$ cat src/rtl/m1_image_loader.sv
// rtl/m1_image_loader.sv - M1 image writer: packs a pixel stream into 128-bit words and writes a frame
//
// Purpose: accepts one raster frame per load_req, packs WORD_PIX pixels per word (first pixel in
//          the LSBs), writes the words to consecutive M1 addresses starting at the selected bank
//          base, then pulses frame_done/start. Sustains one pixel per cycle.
// Ports:
//   clock, reset             rising-edge clock, asynchronous active-high reset
//   load_req, bank_sel       frame start pulse and target bank (sampled together, IDLE only)
//   pix_valid, pix_data      pixel stream input
//   pix_ready                pixel accepted this cycle when pix_valid is also high
//   M1_WriteBus/Address/Enable  word write port, one strobe cycle per word
//   busy                     frame in progress (cycle after accept until the done cycle)
//   frame_done, start        one-cycle pulses once the final word is committed
module m1_image_loader #(
    parameter int PIXEL_W     = 8,
    parameter int WORD_PIX    = 16,
    parameter int ADDR_W      = 16,
    parameter int NUM_WORDS   = 1024,
    parameter int BANK_OFFSET = 1024
) (
    input  logic                        clock,
    input  logic                        reset,
    input  logic                        load_req,
    input  logic                        bank_sel,
    input  logic                        pix_valid,
    input  logic [PIXEL_W-1:0]          pix_data,
    output logic                        pix_ready,
    output logic [PIXEL_W*WORD_PIX-1:0] M1_WriteBus,
    output logic [ADDR_W-1:0]           M1_WriteAddress,
    output logic                        M1_WriteEnable,
    output logic                        busy,
    output logic                        frame_done,
    output logic                        start
);

    localparam int WORD_W = PIXEL_W * WORD_PIX;
    localparam int PCNT_W = (WORD_PIX > 1) ? $clog2(WORD_PIX) : 1;
    localparam int WCNT_W = $clog2(NUM_WORDS + 1);

    typedef enum logic [1:0] {
        S_IDLE,
        S_FILL,
        S_FLUSH,
        S_DONE
    } state_t;

    state_t              state_q, state_d;
    logic [PCNT_W-1:0]   pix_cnt_q, pix_cnt_d;
    logic [WCNT_W-1:0]   word_cnt_q, word_cnt_d;
    logic [ADDR_W-1:0]   base_q, base_d;
    logic [WORD_W-1:0]   pack_q, pack_d;
    logic [WORD_W-1:0]   wbus_q, wbus_d;
    logic [ADDR_W-1:0]   waddr_q, waddr_d;
    logic                we_q, we_d;
    logic                xfer;
    logic                word_full;
    logic                last_word;

    assign pix_ready       = (state_q == S_FILL);
    assign busy            = (state_q == S_FILL) || (state_q == S_FLUSH);
    assign frame_done      = (state_q == S_DONE);
    assign start           = (state_q == S_DONE);
    assign M1_WriteBus     = wbus_q;
    assign M1_WriteAddress = waddr_q;
    assign M1_WriteEnable  = we_q;

    assign xfer      = pix_ready && pix_valid;
    assign word_full = (pix_cnt_q == PCNT_W'(WORD_PIX - 1));
    assign last_word = (word_cnt_q == WCNT_W'(NUM_WORDS - 1));

    always_comb begin
        state_d    = state_q;
        pix_cnt_d  = pix_cnt_q;
        word_cnt_d = word_cnt_q;
        base_d     = base_q;
        pack_d     = pack_q;
        wbus_d     = wbus_q;
        waddr_d    = waddr_q;
        we_d       = 1'b0;

        case (state_q)
            S_IDLE: begin
                if (load_req) begin
                    state_d    = S_FILL;
                    base_d     = bank_sel ? ADDR_W'(BANK_OFFSET) : '0;
                    pix_cnt_d  = '0;
                    word_cnt_d = '0;
                    pack_d     = '0;
                end
            end
            S_FILL: begin
                if (xfer) begin
                    pack_d[pix_cnt_q * PIXEL_W +: PIXEL_W] = pix_data;
                    if (word_full) begin
                        // The completed word (including this pixel) moves to the write
                        // register, so packing of the next word starts without a bubble.
                        wbus_d     = pack_d;
                        waddr_d    = base_q + ADDR_W'(word_cnt_q);
                        we_d       = 1'b1;
                        pix_cnt_d  = '0;
                        word_cnt_d = word_cnt_q + WCNT_W'(1);
                        if (last_word) begin
                            state_d = S_FLUSH;
                        end
                    end else begin
                        pix_cnt_d = pix_cnt_q + PCNT_W'(1);
                    end
                end
            end
            // The final word's strobe is on the bus during FLUSH.
            S_FLUSH: state_d = S_DONE;
            S_DONE:  state_d = S_IDLE;
            default: state_d = S_IDLE;
        endcase
    end

    always_ff @(posedge clock or posedge reset) begin
        if (reset) begin
            state_q    <= S_IDLE;
            pix_cnt_q  <= '0;
            word_cnt_q <= '0;
            base_q     <= '0;
            pack_q     <= '0;
            wbus_q     <= '0;
            waddr_q    <= '0;
            we_q       <= 1'b0;
        end else begin
            state_q    <= state_d;
            pix_cnt_q  <= pix_cnt_d;
            word_cnt_q <= word_cnt_d;
            base_q     <= base_d;
            pack_q     <= pack_d;
            wbus_q     <= wbus_d;
            waddr_q    <= waddr_d;
            we_q       <= we_d;
        end
    end

endmodule
$ cat config.mk
export PLATFORM = sky130hd
export DESIGN_NAME = m1_image_loader
export DESIGN_NICKNAME = d
export VERILOG_FILES = /design/src/rtl/m1_image_loader.sv
export SDC_FILE = /design/constraint.sdc
export NUM_CORES = 1
export LEC_CHECK = 0
export BUFFER_PORTS_ARGS = -buffer_cell sky130_fd_sc_hd__buf_2
export CAP_MARGIN = 20
export CORE_MARGIN = 2
export CORE_UTILIZATION = 55
export CTS_CLUSTER_DIAMETER = 120
export DETAILED_ROUTE_END_ITERATION = 16
export PLACE_DENSITY_LB_ADDON = 0.15
export SETUP_SLACK_MARGIN = 0.05
export SYNTH_ARGS = -nofsm -noshare
export SYNTH_HDL_FRONTEND = slang
export SYNTH_SLANG_ARGS = --single-unit
$ cat constraint.sdc
create_clock -name clock -period 16.4 [get_ports clock]
set_input_delay 3.28 -clock clock [delete_from_list [all_inputs] [get_ports clock]]
set_output_delay 3.28 -clock clock [all_outputs]
set_load 0.05 [all_outputs]
==> flow_summary.yaml <==
timing:
  finalHoldViolations: 0
  finalSetupTns_ps: 0
  period_needed_ps: 5190
  tightest_slew_ps: 1060
  setup_viol: 0
  fin_ws_ps: 11210
  rsz0062_at_grt: "false"
  holdWs_ps: 464
  finalMaxSlewViolations: 0
  clock_skew_ps: 17.6
  fmax_mhz: 193
  post-route-period-util: 0.317
  slew_headroom: 0.294
clocking:
  clkSinkCount: 287
  cts_hold_buf: 0
  cts_setup_buffers: 0
  clock_path_buffers: 3
  clk_pin_slew_ps: 60
  cts_tree: "yes"
  cts_made_buffers: 30
  cts_resized: 0
  htree_num_levels: 1
  cts_root_buf: "clkbuf_16"
  clk_latency_ps: 560
setup_path:
  path_class: "register to output pin"
  critPathBufInv: 2
  r2r_cells: 7
  crit_required_ps: 13120
  cp.depth: 3
  path_delay_family: "adder cells"
  worstPathArrival_ps: 1910
  worstPathCellList: "inv_1 > ha_1 > buf_2"
  cp_max_fo: 11
  slowest_delay_ps: 480
  worstSetupEndpointType: "output pin"
  crit_path_start_kind: "register"
  crit_slowest_cell: "ha_1"
final_layout:
  register_area_um2: 7180
  nNetsFinal: 1348
  area_growth_pct: 15.5
  nFillCells: 1837
  multi_input_area_um2: 4910
  layout-drive-gt1-share: 0.182
  instances_no_fill: 1634
synthesis:
  ys_async_sr_fraction: 1.00
  yosysSeqAreaShare: 0.576
  synth_edf_count: 0
  synth_cell_types: 53
  synth_area_um2: 12500
  postSynthAreaPerCell_um2: 10.3
  ys_ff_latch: 287
  ys.flop_type: "dfrtp_1"
  synthCells: 1211
  synth_warnings: 0
drt:
  wl_met1_um: 14500
  dr_total_vias: 9513
  met3_length_um: 2150
  drt_first_pass_iters: 5
  viasPerCell: 5.82
  wl_met2_um: 14400
  top_signal_layer_used: "met4"
  wl_um: 31600
  drc: 0
  drtAntennaViolNets: 0
  drt_iter0_drc: 724
  post_drt_wl_per_cell_um: 19.3
floorplanning:
  boundaryPins: 162
  die_x_um: 155
  core_um2: 22400
  initial_core_util: 0.556
  rows: 55
  die_area_um2: 23900
  die_h_um: 155
global_routing:
  overflow: 0
  grt_pass1_vias: 9266
  grt_pass1_wl_um: 50800
  antenna_found_initial: 0
  grt_usage: 0.265
  grt_max_degree: 144
hold_path:
  hp-class: "register to register"
  min_path_cells: 2
power:
  vdd_drop_max_v: 0.0000793
  power_leakage_uw: 0.00704
  power.density_nw_per_um2: 128
outcome:
  status: "complete, no violations"
place:
  port_buffers: 157
  placed_cells: 1577
  dp_slack_ps: 10680
  dp_hpwl_um: 20300
  place.gp.congestion: 0.829
run:
  max_cap_viol_count: 0
[layer usage]
| metal | up-vias | GRT usage |
|---|---|---|
| met3 | 47 | 0.0465 |
| met4 | 0 | 0.0639 |
| met5 | - | 0 |
| li1 | 4467 | - |
| met1 | 4689 | 0.395 |
| met2 | 310 | 0.410 |
[report_power, final]
group,internal (uW),switching (uW)
Sequential,721,20.1
Clock,424,280
Combinational,91.5,310
[worst register-to-register path, stage by stage, from the launching register on]
cell and delay, ps:
dfrtp_1 790, inv_1 250, ha_1 700, nand2b_1 180
a211oi_2 460, and3_1 630, o21ai_1 360, a22o_1 310
[area by class of cell]
class,instances,area share
diodes,1,0.000174
clock buffers,44,0.0621
clock inverters,11,0.00965
inverters,8,0.00261
multi-input cells,832,0.341
flip-flops and latches,287,0.499
well taps,285,0.0248
repair buffers,166,0.0607
[flip-flops by register name, indices dropped and copies added, names as in the netlist]
signal / count
pack_q: 128
base_q: 1
state_q: 2
pix_cnt_q: 4
word_cnt_q: 11
M1_WriteBus: 128
M1_WriteEnable: 1
M1_WriteAddress: 12
[synthesized netlist by cell type, types with 4 or more instances]
cell       count  share of area
dfrtp_1      287           0.58
nand2_1      247          0.074
a21oi_1       71          0.029
nor2_1        71          0.021
o21ai_0       69          0.028
mux2i_1       65          0.052
a22o_1        57          0.040
o2bb2ai_1     56          0.039
clkbuf_1      48          0.014
o21ai_1       39          0.016
and3_1        21          0.011
buf_2         20         0.0080
a31oi_1       18         0.0090
and2_1        18         0.0090
buf_4         10         0.0060
ha_1          10          0.010
nand3_1       10         0.0040
buf_1          9         0.0027
xor2_1         9         0.0063
o21ai_2        8         0.0056
inv_1          7         0.0021
nand4_1        6         0.0030
a21o_1         4         0.0024
nand2b_1       4         0.0020
nor3_1         4         0.0016
[cells in the final DEF, fill, tap and decap left out, types with 3 or more instances in the layout]
master     netlist  routed
ha_1            10      10
nor2b_1          3       3
and2_1          18      18
o21ai_2          8       8
xor2_1           9       9
conb_1           1       4
clkbuf_8         0       7
mux2i_1         65      65
o21ai_0         69      69
nand2_2          3       3
a22o_1          57      57
dfrtp_1        287     287
nor2_2           3       5
o2bb2ai_1       56      56
and3_1          21      21
clkbuf_16        0      31
inv_1            7       6
a21o_1           4       4
clkinv_2         0       6
o21ai_1         39      39
clkbuf_1        48       6
nand2b_1         4       4
nand3_1         10       9
a31oi_1         18      18
a21oi_1         71      71
o31ai_1          3       3
bufinv_16        0       3
nand4_1          6       6
nor2_1          71      69
nor3_1           4       4
buf_2           20     157
nand2_1        247     247
buf_4           10       8
[path summary, 6_finish.rpt]
check                                     from            endpoint  slack, ps
max in group asynchronous                reset         pack_q[107]      12020
worst min register to register  M1_WriteBus[7]      M1_WriteBus[7]        460
worst min-delay path            M1_WriteBus[7]      M1_WriteBus[7]        460
worst max-delay path                state_q[1]           pix_ready      11210
min in group asynchronous                reset  M1_WriteAddress[4]       2970
worst max register to register    pix_cnt_q[0]          pack_q[19]      12630
[cells by family (layout without fill, tap and decap cells)]
family                   count (synthesis)  count (layout)  share of synthesized area
buffers and inverters                   95             229                     0.0336
XOR/XNOR                                10              10                    0.00703
multiplexers                            67              67                     0.0540
AO/OA/AOI/OAI                          335             335                      0.179
adder cells (fa/ha/maj)                 10              10                     0.0100
flip-flops                             287             287                      0.576
other                                    1               5                   0.000301
AND/OR/NAND/NOR                        406             406                      0.140
[metrics by stage]
stage / cell area [um^2] / total power, uW / utilization
detailed placement: 13300 / 1150 / 0.594
CTS: 14400 / 1850 / 0.640
floorplan: 12500 / 1050 / -
finish: 14400 / 1850 / 0.642
global route: 14400 / 1920 / 0.642
global placement: 13300 / 1140 / 0.594
Power figures use the tool's default switching activity.
